### src/rtl/cpu_pkg.sv
// Shared constants for the CPU control path: opcodes, ALU select codes, run-control states
// and the decoded-control bundle passed from the decoder to the run-control logic.
package cpu_pkg;

  localparam int unsigned StackDepthDefault = 8;

  localparam logic [4:0] OpLdm  = 5'b10100;
  localparam logic [4:0] OpStm  = 5'b10101;
  localparam logic [4:0] OpBz   = 5'b10110;
  localparam logic [4:0] OpBnz  = 5'b10111;
  localparam logic [4:0] OpBc   = 5'b11000;
  localparam logic [4:0] OpBnc  = 5'b11001;
  localparam logic [4:0] OpJmp  = 5'b11010;
  localparam logic [4:0] OpJsb  = 5'b11011;
  localparam logic [4:0] OpRet  = 5'b11100;
  localparam logic [4:0] OpHalt = 5'b11101;
  localparam logic [4:0] OpIll0 = 5'b11110;
  localparam logic [4:0] OpIll1 = 5'b11111;

  localparam logic [3:0] AluPass     = 4'b0000;
  localparam logic       AluArithGrp = 1'b0;
  localparam logic [1:0] AluShiftGrp = 2'b10;

  typedef enum logic [1:0] {
    StRun    = 2'd0,
    StHalted = 2'd1,
    StFault  = 2'd2
  } state_e;

  typedef struct packed {
    logic       push;
    logic       pop;
    logic       mem_we;
    logic       reg_we;
    logic       imm_mem;
    logic       stm;
    logic       ldm;
    logic       branch;
    logic       jmp;
    logic       jsb;
    logic [3:0] alu_op;
    logic       halt;
    logic       illegal;
  } ctrl_t;

endpackage

### src/rtl/ctrl_decoder.sv
// Purely combinational opcode decode; run-control gating is applied by the caller.
module ctrl_decoder
  import cpu_pkg::*;
(
  input  logic [4:0] opcode_i,
  input  logic       cout_i,
  input  logic       zout_i,
  output ctrl_t      ctrl_o
);

  always_comb begin
    ctrl_o = '0;
    unique casez (opcode_i)
      5'b00???: begin
        ctrl_o.reg_we = 1'b1;
        ctrl_o.alu_op = {AluArithGrp, opcode_i[2:0]};
      end
      5'b01???: begin
        ctrl_o.reg_we  = 1'b1;
        ctrl_o.imm_mem = 1'b1;
        ctrl_o.alu_op  = {AluArithGrp, opcode_i[2:0]};
      end
      5'b100??: begin
        ctrl_o.reg_we = 1'b1;
        ctrl_o.alu_op = {AluShiftGrp, opcode_i[1:0]};
      end
      OpLdm: begin
        ctrl_o.imm_mem = 1'b1;
        ctrl_o.ldm     = 1'b1;
        ctrl_o.reg_we  = 1'b1;
        ctrl_o.alu_op  = AluPass;
      end
      OpStm: begin
        ctrl_o.imm_mem = 1'b1;
        ctrl_o.stm     = 1'b1;
        ctrl_o.mem_we  = 1'b1;
        ctrl_o.alu_op  = AluPass;
      end
      OpBz:   ctrl_o.branch = zout_i;
      OpBnz:  ctrl_o.branch = ~zout_i;
      OpBc:   ctrl_o.branch = cout_i;
      OpBnc:  ctrl_o.branch = ~cout_i;
      OpJmp:  ctrl_o.jmp = 1'b1;
      OpJsb: begin
        ctrl_o.jmp  = 1'b1;
        ctrl_o.push = 1'b1;
      end
      OpRet: begin
        ctrl_o.pop = 1'b1;
        ctrl_o.jsb = 1'b1;
      end
      OpHalt:         ctrl_o.halt = 1'b1;
      OpIll0, OpIll1: ctrl_o.illegal = 1'b1;
      default: ;
    endcase
  end

endmodule

### src/rtl/cpu_controller.sv
// Run-control wrapper: gates decoded controls by RUN/HALTED/FAULT state, tracks the
// return-stack depth and counts retired instructions.
module cpu_controller
  import cpu_pkg::*;
#(
  parameter int unsigned STACK_DEPTH = StackDepthDefault
) (
  input  logic        clk,
  input  logic        rst,
  input  logic [4:0]  opcodeFunc,
  input  logic        Cout,
  input  logic        Zout,
  input  logic        step,
  input  logic        resume,
  output logic        push,
  output logic        pop,
  output logic        memWriteEn,
  output logic        regWriteEn,
  output logic        immAndmem,
  output logic        stm,
  output logic        ldm,
  output logic        branch,
  output logic        jmp,
  output logic        jsb,
  output logic [3:0]  aluOp,
  output logic        pcHold,
  output logic        halted,
  output logic        fault,
  output logic        illegal,
  output logic [15:0] retired
);

  localparam int unsigned DepthW = $clog2(STACK_DEPTH + 1);

  state_e            state_q;
  logic [DepthW-1:0] depth_q;
  logic [15:0]       retired_q;
  ctrl_t             dec;
  ctrl_t             ctl;
  logic              exec, stack_err, do_fault, do_retire;

  ctrl_decoder u_dec (
    .opcode_i (opcodeFunc),
    .cout_i   (Cout),
    .zout_i   (Zout),
    .ctrl_o   (dec)
  );

  always_comb begin
    // A step in HALTED only executes when resume is not also requested.
    exec      = (state_q == StRun) || (state_q == StHalted && step && !resume);
    stack_err = (dec.push && depth_q == DepthW'(STACK_DEPTH)) ||
                (dec.pop && depth_q == '0);
    do_fault  = !rst && exec && stack_err;
    do_retire = !rst && exec && !stack_err && !dec.halt;
    ctl       = do_retire ? dec : '0;
  end

  assign push       = ctl.push;
  assign pop        = ctl.pop;
  assign memWriteEn = ctl.mem_we;
  assign regWriteEn = ctl.reg_we;
  assign immAndmem  = ctl.imm_mem;
  assign stm        = ctl.stm;
  assign ldm        = ctl.ldm;
  assign branch     = ctl.branch;
  assign jmp        = ctl.jmp;
  assign jsb        = ctl.jsb;
  assign aluOp      = ctl.alu_op;
  assign illegal    = ctl.illegal;
  assign pcHold     = !do_retire;
  assign halted     = !rst && state_q == StHalted;
  assign fault      = !rst && state_q == StFault;
  assign retired    = retired_q;

  always_ff @(posedge clk) begin
    if (rst) begin
      state_q   <= StRun;
      depth_q   <= '0;
      retired_q <= '0;
    end else begin
      if (do_retire) begin
        retired_q <= retired_q + 16'd1;
        if (dec.push) depth_q <= depth_q + DepthW'(1);
        else if (dec.pop) depth_q <= depth_q - DepthW'(1);
      end
      unique case (state_q)
        StRun: begin
          if (do_fault) state_q <= StFault;
          else if (dec.halt) state_q <= StHalted;
        end
        StHalted: begin
          if (resume) state_q <= StRun;
          else if (do_fault) state_q <= StFault;
        end
        StFault: state_q <= StFault;
        default: state_q <= StRun;
      endcase
    end
  end

endmodule

### config.mk
export PLATFORM = sky130hd
export DESIGN_NAME = cpu_controller
export DESIGN_NICKNAME = d
export VERILOG_FILES = /design/src/rtl/cpu_pkg.sv /design/src/rtl/ctrl_decoder.sv /design/src/rtl/cpu_controller.sv
export SDC_FILE = /design/constraint.sdc
export NUM_CORES = 1
export LEC_CHECK = 0
export ABC_AREA = 1
export CAP_MARGIN = 20
export CELL_PAD_IN_SITES_DETAIL_PLACEMENT = 0
export CELL_PAD_IN_SITES_GLOBAL_PLACEMENT = 2
export CORE_MARGIN = 1.5
export CORE_UTILIZATION = 26
export DETAILED_ROUTE_END_ITERATION = 7
export HOLD_SLACK_MARGIN = 0.12
export PLACE_DENSITY = 0.76
export SETUP_SLACK_MARGIN = 0.02
export SYNTH_ARGS = -nofsm -noshare
export SYNTH_HDL_FRONTEND = slang
export SYNTH_SLANG_ARGS = --single-unit
### constraint.sdc
create_clock -name clk -period 2 [get_ports clk]
set_input_delay 0.3 -clock clk [delete_from_list [all_inputs] [get_ports clk]]
set_output_delay 0.3 -clock clk [all_outputs]
set_load 0.005 [all_outputs]
Yosys cells after proc, flatten, opt, wreduce, memory -nomap -nowiden:

Index checks and enable logic that the tools add are counted.

* ROM bits: 0
* word-level logic and storage cells: 74
* bits in latches: 0
* RAM bits: 0
* memories kept: 0
* register bits: 22

* reduce and logical (&&, ||, !) cells: 28
* bitwise logic cells: 2
* order comparisons: 0
* add/subtract/negate cells: 3
* shifts and indexed selects: 0
* div/mod/pow operators: 0
* equality and inequality tests: 19
* muxes and demuxes: 19
* multipliers: 0

Operators with widths (count)
* $eq A5 B5 Y1 const B: 12
* $add A16 B1 Y16 const B: 1
* $mux W16: 1
* $logic_and A1 B1 Y1: 10
* $mux W1: 9
* $mux W2: 4
* $mux W4: 2
* $pmux W4 S2: 1
* $ne A3 B3 Y1 const B: 2
* $pmux W2 S3: 1
* $reduce_or A2 Y1: 3
* $logic_not A1 Y1: 5
* $add A4 B1 Y4 const B: 1
* $eq A2 B1 Y1 const B: 2
* $eq A4 B4 Y1 const B: 1
* $logic_not A2 Y1: 2
* $logic_not A4 Y1: 1
* $pmux W1 S4: 1
* $reduce_and A2 Y1: 2
* $reduce_or A4 Y1: 1
* $sub A4 B1 Y4 const B: 1
* $eq A3 B3 Y1 const B: 1
* $reduce_or A3 Y1: 1
* $eq A2 B2 Y1 const B: 1
* other kinds (3): 5

Depth between registers and ports, before layout:

Gate-level depths: netlist of run 1.

* depth in word-level cells: 9
* mapped depth: 11

Hierarchy:

A second synthesis of run 1 with hierarchy kept.

* cell total of the unflattened synthesis: 283
* area, all modules: 1692.9 µm²

By module, submodules not included
* cpu_controller: instances 1, area an instance 1520.2 µm², seq. area each 440.4 µm², cells each 245
* ctrl_decoder: instances 1, area an instance 172.7 µm², seq. area each 0.0 µm², cells each 38

Worst setup path after synthesis of run 1:

Ideal clock, no wire load.

* path kind: input-to-reg
* start point: input port opcodeFunc[4]
* end point: register depth_q[3]
* path buffers: 1
* slack: 286 ps
* stages: 11
* data arrival time: 1600 ps
* setup time: 114 ps
* cell sequence: buf_4 nand2_2 inv_1 nand3_2 ha_1 a21o_1 a21oi_1 nand2b_1 nand2_1 nor2_1 nor2_1

* cells in the longest elaborated chain, start to end: 8
* elaborated cells on any way between the ends: 16

Ends and longest elaborated chain
* start: declaration: line cpu_controller.sv:10 `input logic [4:0] opcodeFunc,`
* $eq A5 B5 Y1: line ctrl_decoder.sv:13 `unique casez (opcode_i)`
* $mux W1: line ctrl_decoder.sv:13
* $logic_and A1 B1 Y1 (on tied branches): line cpu_controller.sv:52, cpu_controller.sv:53
* $logic_or A1 B1 Y1: line cpu_controller.sv:52 `stack_err = (dec.push && depth_q == DepthW'(STACK_DEPTH)) ||`
* $logic_not A1 Y1: line cpu_controller.sv:55 `do_retire = !rst && exec && !stack_err && !dec.halt;`
* $logic_and A1 B1 Y1 (2 in a row): line cpu_controller.sv:55
* $reduce_and A2 Y1 (no source line)
* end signal: assignment: line cpu_controller.sv:84 `if (dec.push) depth_q <= depth_q + DepthW'(1);`
* end signal: assignment: line cpu_controller.sv:85 `else if (dec.pop) depth_q <= depth_q - DepthW'(1);`
* end: declaration: line cpu_controller.sv:36 `logic [DepthW-1:0] depth_q;`

Parallel ways exist; a longest one is shown, timed or not.
A chain may end at the register's enable or synchronous reset.

Final worst setup path of run 1:

* start point: register state_q[1]
* end point: output port jmp

* cells in the longest elaborated chain, start to end: 8
* elaborated cells on any way between the ends: 9

Ends and longest elaborated chain
* start: declaration: line cpu_controller.sv:35 `state_e state_q;`
* start signal: assignment: line cpu_controller.sv:78 `state_q <= StRun;`
* start signal: assignment: line cpu_controller.sv:89 `if (do_fault) state_q <= StFault;`
* start signal: assignment: line cpu_controller.sv:90 `else if (dec.halt) state_q <= StHalted;`
* $eq A2 B1 Y1: line cpu_controller.sv:51 `exec = (state_q == StRun) || (state_q == StHalted && step && !resume);`
* $logic_and A1 B1 Y1 (2 in a row): line cpu_controller.sv:51
* $logic_or A1 B1 Y1 *: line cpu_controller.sv:51
* $logic_and A1 B1 Y1 * (3 in a row): line cpu_controller.sv:55
* $mux W16 *: line cpu_controller.sv:56 `ctl = do_retire ? dec : '0;`
* end: declaration: line cpu_controller.sv:23 `output logic jmp,`

Every way passes the cells marked *; elsewhere a longest branch is shown, timed or not.

==> impl_metrics.py, run 1 <==
metrics = {
    "setup_path": {
        "critPathRequiredTime_ps": 1700,
        "ff2ff_setup_slack_ps": 320,
        "r2r_cells": 11,
        "setup.worst_path.start": "state_q[1]",
        "end_kind": "output pin",
        "crit_arrival_ps": 1690,
        "crit_type": "flip-flop to output pin",
        "start_kind": "flip-flop",
        "crit_path_max_fanout": 5,
        "r2r-start": "state_q[1]",
        "worstReg2RegEnd": "retired[0]",
    },
    "sta": {
        "slew_headroom_pct": 71.7,
        "slew_viol_final": 0,
        "finalHoldViolations": 0,
        "worstMarginPinSlew_ps": 424,
        "setup_tns_ps": 0,
        "finalSetupViolCount": 0,
        "clock.fmax_ghz": 0.501,
        "rsz0062_at_grt": "yes",
        "fin_crit_sh_pct": 99.7,
        "fin_ws_ps": 5.66,
        "min_period_ps": 1990,
        "finClkSkew_ps": 6.49,
    },
    "floorplan": {
        "io_pins": 45,
        "die_h_microns": 84.9,
        "start_util_pct": 27.2,
        "rows": 29,
        "core_area_sq_um": 6420,
        "die_w_microns": 84.9,
        "die_area_sq_um": 7210,
    },
    "pwr": {
        "ir_worst_vdd_mv": 0.262,
        "power_density_nw_per_um2": 400,
        "power_mw": 1.04,
        "power.leakage_nw": 1.13,
    },
    "clock_network": {
        "clock-root-buffer": "clkbuf_8",
        "clkSlewWorstSetupHoldPaths_ps": 80,
        "worstSkewPairLatency_ps": 270,
        "cts_buffers": 3,
        "cts_sinks": 22,
        "cts.htree.levels": 1,
        "cts_buffer_depth": 2,
        "cts_tree": "built",
    },
    "final_layout": {
        "fin_cells": 413,
        "diodes": 0,
        "final_design_area_no_fill_sq_um": 2600,
        "final_common_cell": "nand2_1",
        "nNetsFinal": 352,
        "layout_common_cells": "nand2_1, buf_4, nor2_1",
        "syn2layout_area_growth_pct": 48.7,
        "layout-drive-gt1-share_pct": 33.6,
    },
    "outcome": {
        "status": "finished with violations",
        "violations": "DRC",
    },
    "synthesis": {
        "avgSynthCellArea_sq_um": 6.87,
        "synth-main-ff-cell": "dfxtp_1",
        "yosys_warnings": 0,
        "synth-seq-cells": 22,
        "netlist_area_sq_um": 1750,
        "ys_seq_area_share_pct": 25.2,
        "postSynthNetCount": 269,
        "synth_edf_count": 0,
        "synth-async-reset-ratio_pct": 0,
        "synth_cell_types": 34,
        "syn_inst": 254,
    },
    "drt": {
        "ant_nets": 0,
        "vias": 1847,
        "wl_per_cell_microns": 11.3,
        "viasPerCell": 4.47,
        "first_pass_iters": 8,
        "drc": 3,
        "drt_iter0_markers": 48,
        "routed_wl_mm": 4.67,
    },
    "global_routing": {
        "grt.overflow.total": 0,
        "grt_pass1_vias": 1783,
        "grt_pass1_wl_mm": 8.07,
        "antenna_found_initial": 0,
        "grt_use_total_pct": 13.8,
        "grt_max_degree": 17,
    },
    "placement": {
        "hpwl_mm": 3.54,
        "dp.cells": 397,
        "portBuffers": 44,
        "place.gp.congestion": 0.823,
        "place_ws_ps": -443,
        "placed_area_sq_um": 2420,
    },
    "min_path": {
        "holdCritPathClass": "flip-flop to flip-flop",
        "hold_end": "retired[14]",
        "hp-start": "retired[14]",
        "min_path_cells": 2,
    },
    "job": {
        "cap_viol_max_count": 0,
    },
}
-- critical path: stages (launching register included) --
cell,delay (ps)
dfxtp_4,370
nor2_4,110
nand2_2,50
nand2_2,70
nand2_4,70
nor2_8,180
nand2_4,90
buf_4,140
buf_4,120
nor3_2,90
buf_2,130
-- metrics by stage --
stage | utilization (%) | hold WS [ps]
global route | 40.4 | 513
detailed placement | 37.6 | 487
global placement | 37.6 | 477
floorplan | - | 478
finish | 40.4 | 494
CTS | 39.8 | 501
-- synth_stat cells (3+ instances only) --
cell type,instances,share of area [%]
buf_4,3,1.3
nand4_1,3,1.1
buf_6,4,2.6
xor2_1,9,4.5
nor3_1,8,2.3
xnor2_1,5,2.5
nor2_1,40,8.6
ha_1,3,2.2
a21oi_1,11,3.2
dfxtp_1,22,25
a21oi_2,7,3.5
nand2_1,52,11
inv_1,25,5.4
nand2_2,11,3.9
nand2_4,3,1.9
nand3_1,24,6.9
-- state kept, by name, summed over array words and instances (netlist names) --
name     cells
retired     16
depth_q      4
state_q      2
-- layout make-up --
| class | count | area (sq um) |
|---|---|---|
| inverters | 27 | 101 |
| flip-flops and latches | 22 | 449 |
| repair buffers | 86 | 711 |
| fillers | 694 | 3830 |
| clock buffers | 4 | 55.1 |
| well taps | 77 | 96.3 |
| multi-input cells | 197 | 1180 |
-- worst max-delay path by stage --
| stage | to | slack (ps) | cells after the start |
|---|---|---|---|
| 5_1_grt | immAndmem | -110 | 10 |
| 6_report | jmp | 6 | 10 |
| 3_3_place_gp | illegal | -450 | 9 |
| 4_1_cts | aluOp[0] | -40 | 11 |
| 2_1_floorplan | depth_q[3] | 290 | 11 |
| 3_5_place_dp | illegal | -440 | 9 |
-- cells by family (layout without fill, tap and decap cells) --
logic type	count (synthesis)	count (layout)	synth area share, %
AND/OR/NAND/NOR	152	153	42.7
XOR/XNOR	14	14	7.03
buffers and inverters	36	117	11.4
adder cells (fa/ha/maj)	4	4	3.30
AO/OA/AOI/OAI	25	25	9.68
multiplexers	1	1	0.645
flip-flops	22	22	25.2
-- report_power, final --
part           internal, mW  switching [mW]
registers             0.444          0.0100
clock network         0.176           0.150
logic                 0.127           0.131
total                 0.747           0.291
-- timing repair --
item	4_1_cts	5_1_grt
setup buffers	8	3
pin swaps	10	7
cloned	1	0
hold endpoints to repair	0	0
resized for setup	59	18
hold buffers	0	0
endpoints found under the setup margin	18	11
-- metal layers --
layer  wire length, microns  share of wire (%)  vias to the layer above  track usage [%]
met5                      0                  0                        -                0
met4                    102                2.2                        0             4.62
met3                    146                3.1                       11             1.95
met2                   2290                 49                       40             24.7
li1                       -                  -                      979                -
met1                   2130                 46                      817             17.0
Note: power is estimated with default switching activity, not from simulation.
==> inputs of run 2 (changes only) <==
--- a/config.mk
+++ b/config.mk
@@ -6,12 +6,12 @@
 export NUM_CORES = 1
 export LEC_CHECK = 0
 export ABC_AREA = 1
-export CAP_MARGIN = 20
 export CELL_PAD_IN_SITES_DETAIL_PLACEMENT = 0
 export CELL_PAD_IN_SITES_GLOBAL_PLACEMENT = 2
 export CORE_MARGIN = 1.5
-export CORE_UTILIZATION = 26
+export CORE_UTILIZATION = 34
 export DETAILED_ROUTE_END_ITERATION = 7
+export DONT_BUFFER_PORTS = 1
 export HOLD_SLACK_MARGIN = 0.12
 export PLACE_DENSITY = 0.76
 export SETUP_SLACK_MARGIN = 0.02
==> run 2 against run 1 <==
  * The flow now finishes without violations
  * Routed wire length fell by 12%
  * First-iteration DRC count fell by 10%
  * Non-clock buffer count fell by 77
  * Register-to-register slack improved by 120 ps
  * Hold slack got worse by 190 ps
==> impl_metrics.py, run 2 (synthesis gave the netlist of run 1 again) <==
metrics = {
    "pwr": {
        "seq_power_share_pct": 43.9,
        "power_density_nw_per_um2": 534,
        "p_clk_share_pct": 40.7,
        "power.switching_mw": 0.259,
        "power.leakage_nw": 0.757,
        "power.internal_mw": 0.770,
        "swShare_pct": 25.2,
        "p_comb_share_pct": 15.5,
        "ir_worst_vdd_mv": 0.209,
    },
    "global_routing": {
        "grt_use_total_pct": 15.7,
        "grt_pass1_vias": 1506,
        "grt.overflow.total": 0,
        "grt_max_degree": 21,
        "grt_pass1_wl_mm": 6.73,
        "antenna_found_initial": 0,
    },
    "clock_network": {
        "cts_buffers": 3,
        "cts_tree": "built",
        "worstSkewPairLatency_ps": 260,
        "cts_sinks": 22,
        "clock-root-buffer": "clkbuf_8",
        "clkSlewWorstSetupHoldPaths_ps": 80,
        "cts.htree.levels": 1,
        "cts_buffer_depth": 2,
    },
    "drt": {
        "vias": 1519,
        "ant_nets": 0,
        "drc": 0,
        "first_pass_iters": 4,
        "viasPerCell": 4.66,
        "drt_iter0_markers": 43,
        "wl_per_cell_microns": 12.7,
        "routed_wl_mm": 4.13,
    },
    "final_layout": {
        "layout_common_cells": "nand2_1, nor2_1, inv_1",
        "diodes": 0,
        "layout-drive-gt1-share_pct": 22.4,
        "syn2layout_area_growth_pct": 10.5,
        "utilization_pct": 39.8,
        "final_common_cell": "nand2_1",
        "regArea_sq_um": 443,
        "fin_cells": 326,
        "fillers": 565,
        "largest_reg_flops": 16,
        "nNetsFinal": 275,
        "multi_input_area_sq_um": 1160,
    },
    "floorplan": {
        "start_util_pct": 36.0,
        "core_area_sq_um": 4850,
        "die_h_microns": 74.7,
        "die_w_microns": 74.7,
        "die_area_sq_um": 5570,
        "io_pins": 45,
        "rows": 25,
    },
    "placement": {
        "portBuffers": 0,
        "dp.cells": 318,
        "place.gp.congestion": 0.832,
        "hpwl_mm": 3.28,
    },
    "setup_path": {
        "start_kind": "flip-flop",
        "critPathRequiredTime_ps": 1700,
        "crit_path_max_fanout": 9,
        "end_kind": "output pin",
        "crit_arrival_ps": 1510,
        "crit_type": "flip-flop to output pin",
    },
    "job": {
        "cap_viol_max_count": 0,
    },
    "sta": {
        "finalSetupViolCount": 0,
        "finalHoldViolations": 0,
        "rsz0062_at_grt": "no",
        "slew_viol_final": 0,
        "fin_crit_sh_pct": 90.5,
        "setup_tns_ps": 0,
        "worstMarginPinSlew_ps": 691,
        "clock.fmax_ghz": 0.552,
        "min_period_ps": 1810,
        "finClkSkew_ps": 2.80,
        "slew_headroom_pct": 53.8,
    },
    "outcome": {
        "status": "complete, no violations",
    },
    "min_path": {
        "holdCritPathClass": "primary input to flip-flop",
    },
}
[run 2: area by class of cell]
cell class	instances	share of cell area, %
repair buffers	9	3.63
inverters	27	5.26
multi-input cells	197	60.1
well taps	67	4.35
clock inverters	1	1.56
clock buffers	3	2.14
flip-flops and latches	22	23.0
[run 2: worst max-delay path, cell delays in order, from the launching register on]
cell	delay (ps)
dfxtp_1	390
inv_1	100
nand2_1	60
nor2_1	40
nand2_2	80
nand2_4	80
nor2_8	170
nand2_4	140
nor3_2	170
[run 2: final timing paths]
kind,cells after the start,start,slack [ps],endpoint
hold / removal,3,resume,300,state_q[1]
setup / recovery,8,depth_q[3],190,aluOp[0]
hold reg to reg,2,retired[14],520,retired[14]
setup reg to reg,10,depth_q[3],440,retired[7]
[run 2: power by group through the flow]
stage	registers (mW)	logic, mW	clock network [mW]
6_report	0.452	0.159	0.418
5_1_grt	0.453	0.181	0.447
4_1_cts	0.452	0.152	0.432
3_5_place_dp	0.462	0.141	0
3_3_place_gp	0.462	0.140	0
2_1_floorplan	0.464	0.128	0
[run 2: metrics by stage]
| step | cell area [sq um] | hold WS (ps) | setup slack (ps) | power (mW) |
|---|---|---|---|---|
| after floorplan | 1750 | 478 | 286 | 0.591 |
| after global placement | 1780 | 365 | 196 | 0.602 |
| after detailed placement | 1780 | 365 | 225 | 0.603 |
| after CTS | 1880 | 291 | 35.1 | 1.04 |
| after global routing | 1930 | 330 | 37.2 | 1.08 |
| final | 1930 | 301 | 190 | 1.03 |
[run 2: per-layer routing]
metal,global-route usage (%),wire length (microns),share of wire [%]
met1,18.2,1820,44
met2,28.6,2080,50
met3,2.95,161,3.9
met4,5.86,68,1.6
met5,0,0,0
[run 2: repair_timing]
| item | in CTS | in global routing |
|---|---|---|
| hold endpoints to repair | 14 | 0 |
| gates cloned | 0 | 1 |
| pin swaps | 0 | 1 |
| resized for setup | 3 | 7 |
| hold buffers | 1 | 0 |
| endpoints found under the setup margin | 10 | 15 |
| buffers inserted | 0 | 2 |
==> inputs of run 3 (changes only) <==
--- a/config.mk
+++ b/config.mk
@@ -13,7 +13,7 @@
 export DETAILED_ROUTE_END_ITERATION = 7
 export DONT_BUFFER_PORTS = 1
 export HOLD_SLACK_MARGIN = 0.12
-export PLACE_DENSITY = 0.76
+export PLACE_DENSITY = 0.87
 export SETUP_SLACK_MARGIN = 0.02
 export SYNTH_ARGS = -nofsm -noshare
 export SYNTH_HDL_FRONTEND = slang
==> run 3 against run 2 <==
  * Utilization fell by 1.2 points
  * Register-to-register slack got worse by 70 ps
  * Clock power fell by 33%
  * Clock-buffer cell count did not move
  * Critical path depth did not move
  * Final area fell by 3.1%
  * Die area did not move
  * Routed wire length rose by 0.75%
  * Worst setup slack got worse by 6.1 ps
  * Flip-flop and latch count did not move
  * Clock skew rose by 4.8 ps
  * Critical endpoint is now regWriteEn
==> impl_metrics.py, run 3 (synthesis gave the netlist of run 1 again) <==
metrics = {
    "outcome": {
        "status": "complete, no violations",
    },
    "final_layout": {
        "fin_cells": 322,
        "syn2layout_area_growth_pct": 7.10,
        "diodes": 0,
        "fillers": 561,
        "utilization_pct": 38.6,
        "final_common_cell": "nand2_1",
        "largest_reg_flops": 16,
        "layout_common_cells": "nand2_1, nor2_1, inv_1",
        "final_design_area_no_fill_sq_um": 1870,
        "nNetsFinal": 272,
        "layout-drive-gt1-share_pct": 21.2,
    },
    "drt": {
        "drc": 0,
        "drt_iter0_markers": 75,
        "routed_wl_mm": 4.16,
        "vias": 1567,
        "ant_nets": 0,
        "first_pass_iters": 4,
        "wl_per_cell_microns": 12.9,
        "viasPerCell": 4.87,
    },
    "setup_path": {
        "ff2ff_setup_slack_ps": 370,
        "r2r_cells": 10,
        "critPathRequiredTime_ps": 1700,
        "start_kind": "flip-flop",
        "crit_path_max_fanout": 15,
        "end_kind": "output pin",
        "crit_arrival_ps": 1520,
        "crit_type": "flip-flop to output pin",
    },
    "sta": {
        "rsz0062_at_grt": "no",
        "slew_viol_final": 0,
        "slew_headroom_pct": 55.1,
        "fin_crit_sh_pct": 90.8,
        "min_period_ps": 1820,
        "finClkSkew_ps": 7.59,
        "finalSetupViolCount": 0,
        "fin_ws_ps": 184,
        "clock.fmax_ghz": 0.551,
        "setup_tns_ps": 0,
        "finalHoldViolations": 0,
        "worstMarginPinSlew_ps": 671,
        "hold_ws_ps": 307,
    },
    "clock_network": {
        "cts_buffer_depth": 2,
        "cts_sinks": 22,
        "cts_buffers": 3,
        "clock-root-buffer": "clkbuf_8",
        "cts_tree": "built",
        "worstSkewPairLatency_ps": 260,
        "cts.htree.levels": 1,
        "clkSlewWorstSetupHoldPaths_ps": 80,
    },
    "floorplan": {
        "io_pins": 45,
        "rows": 25,
        "die_area_sq_um": 5570,
        "die_w_microns": 74.7,
        "die_h_microns": 74.7,
        "start_util_pct": 36.0,
        "core_area_sq_um": 4850,
    },
    "pwr": {
        "power.switching_mw": 0.253,
        "ir_worst_vdd_mv": 0.214,
        "p_clk_share_pct": 31.6,
        "p_comb_share_pct": 17.5,
        "power_mw": 0.886,
        "power_density_nw_per_um2": 474,
        "power.internal_mw": 0.633,
        "seq_power_share_pct": 50.9,
        "swShare_pct": 28.5,
        "power.leakage_nw": 0.728,
    },
    "job": {
        "cap_viol_max_count": 0,
    },
    "placement": {
        "hpwl_mm": 3.12,
        "place_ws_ps": 266,
        "placed_area_sq_um": 1770,
        "dp.cells": 317,
        "place.gp.congestion": 0.791,
        "portBuffers": 0,
    },
    "global_routing": {
        "grt_use_total_pct": 15.4,
        "grt_pass1_wl_mm": 6.76,
        "grt_pass1_vias": 1477,
        "grt.overflow.total": 0,
        "grt_max_degree": 17,
        "antenna_found_initial": 0,
    },
    "min_path": {
        "min_path_cells": 3,
        "holdCritPathClass": "primary input to flip-flop",
    },
}
## run 3: worst max-delay path: stages, from the launching register on
cell	delay (ps)
dfxtp_2	370
inv_1	60
nand2_1	100
nor2_1	60
nand2_2	80
nand2_4	80
nor2_8	160
nand2_8	120
a31oi_2	220
## run 3: metal layers
metal	up-vias	global-route usage (%)	share of wire, %
met5	-	0	0
met4	0	4.85	0.46
met3	2	3.75	4.4
met2	19	26.7	52
met1	733	19.0	44
li1	813	-	-
## run 3: worst paths after layout
check / start / endpoint
max reg2reg: depth_q[2] / retired[10]
min: resume / state_q[1]
min reg2reg: retired[14] / retired[14]
max: depth_q[1] / regWriteEn
## run 3: layout make-up
class                   instances  area (sq um)  share of cell area (%)
clock buffers                   3          41.3                    2.21
inverters                      27           101                    5.42
multi-input cells             196          1140                    61.2
flip-flops and latches         22           443                    23.7
well taps                      67          83.8                    4.48
repair buffers                  7          55.1                    2.95
## run 3: timing repair
item,CTS,global route
setup buffers,0,1
hold endpoints to repair,14,0
resized for setup,0,10
setup endpoints to repair,0,15
hold buffers,1,0
## run 3: power groups by stage
| stage | registers [mW] | clock network [mW] | logic (mW) |
|---|---|---|---|
| floorplan | 0.464 | 0 | 0.128 |
| detailed placement | 0.462 | 0 | 0.139 |
| CTS | 0.451 | 0.297 | 0.146 |
| global route | 0.453 | 0.314 | 0.173 |
| finish | 0.451 | 0.280 | 0.155 |
| global placement | 0.462 | 0 | 0.139 |
